===== config.mk =====
export PLATFORM = sky130hd
export DESIGN_NAME = ob_bank_reader_flat
export DESIGN_NICKNAME = d
export VERILOG_FILES = /design/src/rtl/ob_bank_reader_if.sv /design/src/rtl/ob_bank_reader.sv /design/src/flat_wrapper.sv
export SDC_FILE = /design/constraint.sdc
export NUM_CORES = 1
export LEC_CHECK = 0
export CORE_MARGIN = 2
export CORE_UTILIZATION = 40
export DETAILED_ROUTE_END_ITERATION = 8
export PLACE_DENSITY_LB_ADDON = 0.05
export SYNTH_ARGS = -nofsm -noshare
export SYNTH_HDL_FRONTEND = slang
export SYNTH_SLANG_ARGS = --single-unit

===== constraint.sdc =====
create_clock -name clk -period 5.6 [get_ports clk]
set_clock_uncertainty 0.15 [all_clocks]
set_input_delay 0.84 -clock clk [delete_from_list [all_inputs] [get_ports clk]]
set_output_delay 0.84 -clock clk [all_outputs]
set_load 0.005 [all_outputs]

===== src/rtl/ob_bank_reader_if.sv =====
// Request, RAM read port and TX stream of the outbound bank reader.
// slave = reader side, master = requester / RAM / downstream side.
interface ob_bank_reader_if #(
  parameter int DATA_W = 128
);
  logic              ReqValid;
  logic              ReqReady;
  logic [2:0]        ReqBank;
  logic [7:0]        ReqRow;
  logic [8:0]        ReqBeats;
  logic              RdEn;
  logic [31:0]       RdAddr;
  logic [DATA_W-1:0] RdData;
  logic              TxValid;
  logic              TxReady;
  logic [DATA_W-1:0] TxData;
  logic              TxLast;
  logic              Done;
  logic [2:0]        DoneBank;

  modport slave (
    input  ReqValid, ReqBank, ReqRow, ReqBeats, RdData, TxReady,
    output ReqReady, RdEn, RdAddr, TxValid, TxData, TxLast, Done, DoneBank
  );

  modport master (
    output ReqValid, ReqBank, ReqRow, ReqBeats, RdData, TxReady,
    input  ReqReady, RdEn, RdAddr, TxValid, TxData, TxLast, Done, DoneBank
  );
endinterface


===== src/rtl/ob_bank_reader.sv =====
// Drains one bank of the outbound RAM onto a valid/ready TX stream; first beat 2 cycles after accept.
// Reads are credit-limited so the output buffer never overflows while TxReady is low.
module ob_fifo #(
  parameter int WIDTH = 128,
  parameter int DEPTH = 4
) (
  input  logic                   clk,
  input  logic                   rst,
  input  logic                   pushVld,
  input  logic [WIDTH-1:0]       pushDat,
  input  logic                   popRdy,
  output logic                   popVld,
  output logic [WIDTH-1:0]       popDat,
  output logic [$clog2(DEPTH):0] count
);
  localparam int AW = $clog2(DEPTH);

  logic [WIDTH-1:0] mem [DEPTH];
  logic [AW-1:0]    wrPtr;
  logic [AW-1:0]    rdPtr;
  logic [AW:0]      cnt;
  logic             doPop;

  assign popVld = (cnt != '0);
  assign popDat = mem[rdPtr];
  assign count  = cnt;
  assign doPop  = popVld & popRdy;

  always_ff @(posedge clk) begin
    if (pushVld) begin
      mem[wrPtr] <= pushDat;
    end
  end

  always_ff @(posedge clk) begin
    if (rst) begin
      wrPtr <= '0;
      rdPtr <= '0;
      cnt   <= '0;
    end else begin
      if (pushVld) begin
        wrPtr <= wrPtr + AW'(1);
      end
      if (doPop) begin
        rdPtr <= rdPtr + AW'(1);
      end
      case ({pushVld, doPop})
        2'b10:   cnt <= cnt + (AW+1)'(1);
        2'b01:   cnt <= cnt - (AW+1)'(1);
        default: cnt <= cnt;
      endcase
    end
  end
endmodule

module ob_bank_reader #(
  parameter int DATA_W     = 128,
  parameter int FIFO_DEPTH = 4
) (
  input  logic            clk,
  input  logic            rst,
  ob_bank_reader_if.slave bus
);
  localparam int CW = $clog2(FIFO_DEPTH) + 1;

  typedef enum logic [1:0] {IDLE, READ, DRAIN, FIN} stateT;

  stateT             state;
  stateT             stateNext;
  logic              armed;
  logic [2:0]        bankQ;
  logic [7:0]        rowQ;
  logic [8:0]        beatsQ;
  logic [8:0]        issued;
  logic [8:0]        popped;
  logic              rdPending;

  logic              reqReady;
  logic              accept;
  logic [8:0]        clampBeats;
  logic              rdEn;
  logic              creditOk;
  logic [CW:0]       occupancy;
  logic              done;

  logic [CW-1:0]     fifoCount;
  logic              fifoVld;
  logic [DATA_W-1:0] fifoDat;
  logic              fifoPush;
  logic              txValid;
  logic              txPop;
  logic              bypass;
  logic              lastBeat;
  logic [DATA_W-1:0] txData;

  assign accept     = bus.ReqValid & reqReady;
  assign clampBeats = bus.ReqBeats[8] ? 9'd256 : bus.ReqBeats;

  // RdData arriving this cycle goes straight to the stream when the buffer is empty.
  assign txValid  = fifoVld | rdPending;
  assign txPop    = txValid & bus.TxReady;
  assign bypass   = ~fifoVld & rdPending;
  assign fifoPush = rdPending & ~(bypass & bus.TxReady);
  assign txData   = fifoVld ? fifoDat : (rdPending ? bus.RdData : '0);
  assign lastBeat = ((popped + 9'd1) == beatsQ);

  // Entries held after this cycle; a new read is allowed only if its data will fit.
  assign occupancy = {1'b0, fifoCount} + (CW+1)'(rdPending) - (CW+1)'(txPop);
  assign creditOk  = (occupancy < (CW+1)'(FIFO_DEPTH));
  assign rdEn      = (state == READ) && (issued != beatsQ) && creditOk;

  ob_fifo #(
    .WIDTH (DATA_W),
    .DEPTH (FIFO_DEPTH)
  ) outBuf (
    .clk     (clk),
    .rst     (rst),
    .pushVld (fifoPush),
    .pushDat (bus.RdData),
    .popRdy  (bus.TxReady),
    .popVld  (fifoVld),
    .popDat  (fifoDat),
    .count   (fifoCount)
  );

  always_ff @(posedge clk) begin
    if (rst) begin
      state     <= IDLE;
      armed     <= 1'b0;
      bankQ     <= '0;
      rowQ      <= '0;
      beatsQ    <= '0;
      issued    <= '0;
      popped    <= '0;
      rdPending <= 1'b0;
    end else begin
      state     <= stateNext;
      armed     <= 1'b1;
      rdPending <= rdEn;
      if (accept) begin
        bankQ  <= bus.ReqBank;
        rowQ   <= bus.ReqRow;
        beatsQ <= clampBeats;
        issued <= '0;
        popped <= '0;
      end
      if (rdEn) begin
        rowQ   <= rowQ + 8'd1;
        issued <= issued + 9'd1;
      end
      if (txPop) begin
        popped <= popped + 9'd1;
      end
    end
  end

  always_comb begin
    stateNext = state;
    reqReady  = 1'b0;
    done      = 1'b0;
    case (state)
      IDLE: begin
        reqReady = armed;
        if (accept) begin
          stateNext = (clampBeats == 9'd0) ? FIN : READ;
        end
      end
      READ: begin
        if (rdEn && ((issued + 9'd1) == beatsQ)) begin
          stateNext = DRAIN;
        end
      end
      DRAIN: begin
        if (txPop && lastBeat) begin
          stateNext = FIN;
        end
      end
      FIN: begin
        done      = 1'b1;
        stateNext = IDLE;
      end
      default: stateNext = IDLE;
    endcase
  end

  assign bus.ReqReady = reqReady;
  assign bus.RdEn     = rdEn;
  assign bus.RdAddr   = rdEn ? {20'h0, 1'b0, bankQ, rowQ} : 32'h0;
  assign bus.TxValid  = txValid;
  assign bus.TxData   = txData;
  assign bus.TxLast   = txValid & lastBeat;
  assign bus.Done     = done;
  assign bus.DoneBank = done ? bankQ : 3'd0;

  noOverflow: assert property (@(posedge clk) disable iff (rst)
    fifoPush |-> ((fifoCount < CW'(FIFO_DEPTH)) || (fifoVld && bus.TxReady)));
endmodule


===== src/flat_wrapper.sv =====
// flat-port wrapper written by rule: the top's interface ports become plain ports
module ob_bank_reader_flat 
#(
  parameter int DATA_W     = 128,
  parameter int FIFO_DEPTH = 4
)
  (clk, rst, bus_ReqValid, bus_ReqBank, bus_ReqRow, bus_ReqBeats, bus_RdData, bus_TxReady, bus_ReqReady, bus_RdEn, bus_RdAddr, bus_TxValid, bus_TxData, bus_TxLast, bus_Done, bus_DoneBank);
  ob_bank_reader_if #(.DATA_W(DATA_W)) bus_i ();
  input  logic clk;
  input  logic rst;
  input wire logic [$bits(bus_i.ReqValid)-1:0] bus_ReqValid;
  input wire logic [$bits(bus_i.ReqBank)-1:0] bus_ReqBank;
  input wire logic [$bits(bus_i.ReqRow)-1:0] bus_ReqRow;
  input wire logic [$bits(bus_i.ReqBeats)-1:0] bus_ReqBeats;
  input wire logic [$bits(bus_i.RdData)-1:0] bus_RdData;
  input wire logic [$bits(bus_i.TxReady)-1:0] bus_TxReady;
  output wire logic [$bits(bus_i.ReqReady)-1:0] bus_ReqReady;
  output wire logic [$bits(bus_i.RdEn)-1:0] bus_RdEn;
  output wire logic [$bits(bus_i.RdAddr)-1:0] bus_RdAddr;
  output wire logic [$bits(bus_i.TxValid)-1:0] bus_TxValid;
  output wire logic [$bits(bus_i.TxData)-1:0] bus_TxData;
  output wire logic [$bits(bus_i.TxLast)-1:0] bus_TxLast;
  output wire logic [$bits(bus_i.Done)-1:0] bus_Done;
  output wire logic [$bits(bus_i.DoneBank)-1:0] bus_DoneBank;
  assign bus_i.ReqValid = bus_ReqValid;
  assign bus_i.ReqBank = bus_ReqBank;
  assign bus_i.ReqRow = bus_ReqRow;
  assign bus_i.ReqBeats = bus_ReqBeats;
  assign bus_i.RdData = bus_RdData;
  assign bus_i.TxReady = bus_TxReady;
  assign bus_ReqReady = bus_i.ReqReady;
  assign bus_RdEn = bus_i.RdEn;
  assign bus_RdAddr = bus_i.RdAddr;
  assign bus_TxValid = bus_i.TxValid;
  assign bus_TxData = bus_i.TxData;
  assign bus_TxLast = bus_i.TxLast;
  assign bus_Done = bus_i.Done;
  assign bus_DoneBank = bus_i.DoneBank;
  ob_bank_reader #(.DATA_W(DATA_W), .FIFO_DEPTH(FIFO_DEPTH)) u_core (.clk(clk), .rst(rst), .bus(bus_i));
endmodule

==> flow_summary.toml, run 1 <==
[synthesis]
yosysWarnings = 0
netlist_instances = 1530
synth.area.top_cells = "edfxtp_1 (65%), mux4_2 (12%), nand2_1 (4.6%)"
synth_seq_area_share_pct = 69.8
syn_area_um2 = 23500
ys_seq_elements = 563
synth_edf_count = 512
synth.avg_cell_area_um2 = 15.4
synth_cell_type_count = 50
yosys.area.top_type_share_pct = 65.4
synth-async-reset-ratio_pct = 0
ys.flop_type = "edfxtp_1"
synth_top_cell_by_area = "edfxtp_1"

[drt]
vias = 13800
remaining_drc_errors = 0
drt_iter0_markers = 926
ant_nets = 0
dr.pass1.iters = 5
avgViaCountPerCell = 5.23
wl_um = 57100
wire_per_inst_um = 21.7

[global_route]
grt_pass1_wl_um = 87100
gr-total-overflow = 0
grt_start_max_net_pins = 72
grtUsageTotal_pct = 18.9
grt_pass1_vias = 14400
antenna_found_initial = 8

[power]
vdd_drop_max_mv = 0.259
p_total_mw = 9.82
powerDensity_nw_per_um2 = 336
p_leak_nw = 9.68

[critical_path]
critical_path.startpoint = "bus_TxReady"
cp-end-kind = "primary output"
worstPathRequired_ns = 4.61
worstReg2RegStart = "u_core.rdPending"
crit_fanout = 22
worst_setup_path_start_kind = "primary input"
worst_ep_arrival_time_ns = 3.94
path_class = "primary input to primary output"

[clock_network]
clockBufferDepth = 3
h-tree-depth = 2
clk_pin_slew_ns = 0.06
cts.sinks = 563
cts.repair.resized = 0
cts_tree = "done"
numCtsBuffers = 59
post_cts_buffers = 0
insertion_delay_ns = 0.63
hold_buffers = 0
cts-root-buf = "clkbuf_16"

[timing]
fin_crit_ns = 4.93
finalSetupViolCount = 0
maxSlewViolCount = 0
max_slew_margin_pct = 38.4
setup_tns_ns = 0
rsz0062_at_grt = "false"
fmax_mhz = 203
worst_slack_ns = 0.673
hold_violations = 0
worstMarginPinSlew_ns = 0.924
post-route-period-util_pct = 88.0

[finish]
fin_area_um2 = 29200
fin_nets = 1986
syn_to_final_growth_pct = 24.3
drive_above_1_share_pct = 13.4

[place]
gp_congestion = 0.787
portBuffers = 298
preCtsSetupSlack_ns = 0.679
dpl_cell_area_um2 = 27400
post-dp-hpwl_um = 32900

[floorplanning]
die_w_um = 246
start_util_pct = 40.6
dieArea_um2 = 60700
rows = 88
coreArea_um2 = 57900
die_h_um = 246
io_pins = 320

[run_status]
run_status = "finished, final reports clean"

[hold_path]
hp-start = "u_core.bankQ[0]"
worstHoldPathType = "register to register"

[flow_run]
cap_violations = 0
-- flip-flops by register name, indices dropped and copies added (netlist names), named ones only --
| name | flops |
|---|---|
| u_core.outBuf.mem | 512 |
| u_core.beatsQ | 9 |
| u_core.issued | 9 |
| u_core.popped | 9 |
| u_core.rowQ | 8 |
| u_core.bankQ | 3 |
| u_core.outBuf.count | 3 |
| u_core.outBuf.rdPtr | 2 |
| u_core.outBuf.wrPtr | 2 |
| u_core.state | 2 |
| u_core.armed | 1 |
| u_core.rdPending | 1 |
-- final cells by class --
| cell class | count | area (um2) |
|---|---|---|
| well taps | 765 | 957 |
| multi-input cells | 855 | 6620 |
| clock buffers | 69 | 1510 |
| inverters | 16 | 60.1 |
| diodes | 3 | 7.51 |
| fillers | 5040 | 28700 |
| flip-flops and latches | 563 | 16400 |
| clock inverters | 38 | 352 |
| repair buffers | 323 | 3310 |
-- cells in the mapped netlist (all sizes together), types with 2 or more instances --
cell and instances:
edfxtp 512, nand2 289, nand3 144, mux4 128, buf 60, clkbuf 56, dfxtp 51, a21oi 45
nor2 42, o21ai 27, and2 23, xnor2 17, inv 16, ha 15, xor2 15, nand3b 12
and3 8, nor3 8, or3 8, nand4 6, nand2b 5, and4 4, nor4b 4, a211oi 3
a221oi 3, a32oi 3, nor3b 3, nor4 3, and3b 2, nor2b 2, o41ai 2
-- cells in the final DEF (no fill, tap or decap), types with 15 or more instances in the layout --
cell,count
clkbuf_16,59
conb_1,21
nor2_1,42
inv_1,15
and2_1,17
edfxtp_1,512
clkinv_1,16
o21ai_0,27
a21oi_1,45
xor2_1,15
nand2_1,289
ha_1,15
dfxtp_1,48
nand3_1,142
mux4_2,128
clkdlybuf4s50_1,298
xnor2_1,17
-- layer usage --
layer,global-route usage [%],vias up,wire (um)
met5,0,-,83
li1,-,6353,-
met4,5.03,12,1150
met2,31.2,311,27700
met3,4.32,91,3340
met1,25.2,7010,24800
-- where the power goes --
| group | total (mW) | internal [mW] | switching, mW |
|---|---|---|---|
| Sequential | 4.72 | 4.65 | 0.0703 |
| Clock | 3.77 | 2.16 | 1.61 |
| Combinational | 1.32 | 0.634 | 0.688 |
| Total | 9.82 | 7.45 | 2.37 |
-- worst max-delay path, cell delays in order --
cell	delay, ns
clkdlybuf4s50_1	0.55
nor2b_1	0.31
nand2b_1	0.10
ha_1	0.28
nand2_1	0.08
o21ba_1	0.22
o311ai_4	0.29
nand3_2	0.26
inv_2	0.33
and2_1	0.18
clkdlybuf4s50_1	0.50
-- through the flow --
step,hold WS [ns],instances,utilization [%]
after global placement,0.327,2522,47.2
final,0.346,2632,50.5
after global routing,0.360,2631,50.5
after floorplan,0.290,1550,-
after CTS,0.341,2629,50.4
after detailed placement,0.332,2522,47.2
-- path summary, 6_finish.rpt --
kind | to | slack (ns) | cells after the start
max | bus_RdAddr[10] | 0.67 | 11
min | u_core.bankQ[0] | 0.35 | 2
max reg2reg | u_core.outBuf.mem[2][9] | 1.97 | 4
min reg2reg | u_core.bankQ[0] | 0.35 | 2
-- logic make-up (layout without fill, tap and decap cells) --
logic type,count (synthesis),count (layout),synth area share [%]
muxes,129,129,12.3
AOI/OAI and AO/OA,93,93,2.42
and+or+nand+nor,564,564,10.9
other,1,24,0.0160
adders and majority gates,16,16,0.884
buffers and inverters,132,446,2.52
xor gates and xnor gates,32,32,1.19
DFF,563,563,69.8
(Power assumes the default switching activity.)
==> inputs of run 2 (changes only) <==
--- a/config.mk
+++ b/config.mk
@@ -5,6 +5,7 @@
 export SDC_FILE = /design/constraint.sdc
 export NUM_CORES = 1
 export LEC_CHECK = 0
+export CAP_MARGIN = 5
 export CORE_MARGIN = 2
 export CORE_UTILIZATION = 40
 export DETAILED_ROUTE_END_ITERATION = 8
==> results of run 2 <==
Final layout, timing and power as in run 1 (identical DEF).
==> inputs of run 3 (changes only) <==
==> constraint.sdc (replaced) <==
create_clock -name clk -period 4.8 [get_ports clk]
set_clock_uncertainty 0.15 [all_clocks]
set_input_delay 0.72 -clock clk [delete_from_list [all_inputs] [get_ports clk]]
set_output_delay 0.72 -clock clk [all_outputs]
set_load 0.005 [all_outputs]
==> flow_summary.toml, run 3 (synthesis gave the netlist of run 1 again) <==
[timing]
maxSlewViolCount = 0
rsz0062_at_grt = "false"
setup_tns_ns = 0
timing.hold.ws_ns = 0.335
worst_slack_ns = 0.317
fmax_mhz = 223
post-route-period-util_pct = 93.4
finalSetupViolCount = 0
worstMarginPinSlew_ns = 1.10
hold_violations = 0
fin_crit_ns = 4.48
max_slew_margin_pct = 26.9

[finish]
fin_area_um2 = 29400
fin_cells = 2637
syn_to_final_growth_pct = 25.0
multi_input_area_um2 = 6620
n_fill_cell = 5022
seq_area_um2 = 16400
layout_common_cells = "edfxtp_1 (512), clkdlybuf4s50_1 (298), nand2_1 (289), nand3_1 (142), mux4_2 (128)"
top_register = "u_core.outBuf.mem"
fin_nets = 1991
fin_util_pct = 50.7
drive_above_1_share_pct = 13.6
final_common_cell = "edfxtp_1"
largest_reg_flops = 512

[floorplanning]
die_w_um = 246
io_pins = 320
coreArea_um2 = 57900
dieArea_um2 = 60700
die_h_um = 246
rows = 88
start_util_pct = 40.6

[power]
p_total_mw = 11.5
vdd_drop_max_mv = 0.290
p_leak_nw = 9.75
powerDensity_nw_per_um2 = 393

[critical_path]
worstPathRequired_ns = 3.93
worst_path_dominant_cell_family = "buffers and inverters"
worst_setup_path_start_kind = "primary input"
critPathMaxStageDelay_ns = 0.63
path_cells = "clkdlybuf4s50_1 -> nor2b_1 -> nand2b_1 -> ha_1 -> nor4b_1 -> o21ai_0 -> o311ai_4 -> nand3_2 -> inv_2 -> and2_1 -> clkdlybuf4s50_1"
path_class = "primary input to primary output"
worst_ep_arrival_time_ns = 3.61
critPathBufInv = 3
crit_fanout = 22
crit_top_cell = "clkdlybuf4s50_1"
crit_slowest_cell = "clkdlybuf4s50_1"
cp-end-kind = "primary output"

[flow_run]
cap_violations = 0

[clock_network]
h-tree-depth = 2
clockBufferDepth = 3
insertion_delay_ns = 0.63
cts.repair.resized = 0
cts_tree = "done"
cts.sinks = 563
numCtsBuffers = 59
clk_pin_slew_ns = 0.06
post_cts_buffers = 0
hold_buffers = 0
cts-root-buf = "clkbuf_16"

[drt]
remaining_drc_errors = 0
avgViaCountPerCell = 5.21
vias = 13700
wl_um = 57000
dr.pass1.iters = 7
ant_nets = 0
wire_per_inst_um = 21.6
drt_iter0_markers = 816

[place]
dpl.cell_count = 2527
portBuffers = 298
dpl_cell_area_um2 = 27500
post-dp-hpwl_um = 33200
preCtsSetupSlack_ns = 0.347
gp_congestion = 0.784

[run_status]
run_status = "finished, final reports clean"

[hold_path]
worstHoldPathType = "register to register"

[global_route]
antenna_found_initial = 7
grt_pass1_vias = 14500
grtUsageTotal_pct = 18.8
grt_pass1_wl_um = 86900
gr-total-overflow = 0
grt_start_max_net_pins = 131
## run 3: cell count changes in the layout (fill, tap and decap cells not counted), moves of 2 or more
cell	before	now
buf_12	11	17
clkinv_1	16	14
clkbuf_1	10	13
diode_2	3	1
## run 3: final cells by class
cell class / instances / area share [%]
flip-flops and latches: 563 / 55.9
multi-input cells: 855 / 22.5
repair buffers: 328 / 11.6
clock buffers: 72 / 5.19
well taps: 765 / 3.26
clock inverters: 37 / 1.31
inverters: 16 / 0.204
diodes: 1 / 0.00852
## run 3: metal layers
layer / track usage, % / vias up / part of all wire, %
li1: - / 6382 / -
met1: 24.9 / 6986 / 43
met2: 31.4 / 277 / 49
met3: 4.34 / 82 / 5.4
met4: 4.87 / 14 / 1.9
met5: 0 / - / 0.16
## run 3: power breakdown
group          switching, mW  internal [mW]
Clock                   1.88           2.58
Sequential            0.0592           5.43
Combinational          0.826          0.751
Total                   2.77           8.76
## run 3: worst paths after layout
kind / from / to / slack (ns) / cells past startpoint
worst max register to register: u_core.outBuf.count[2] / u_core.outBuf.count[2] / 1.61 / 10
worst min register to register: u_core.bankQ[0] / u_core.bankQ[0] / 0.34 / 2
worst max-delay path: bus_TxReady / bus_RdAddr[9] / 0.32 / 11
worst min-delay path: u_core.bankQ[0] / u_core.bankQ[0] / 0.34 / 2
## run 3: worst register-to-register path: stages, from the launching register on
cell,delay (ns)
dfxtp_1,0.39
nor3_2,0.25
buf_12,0.60
a21boi_1,0.40
inv_1,0.13
ha_1,0.18
inv_1,0.06
fa_1,0.37
xor2_1,0.16
or3_1,0.30
a21oi_1,0.13
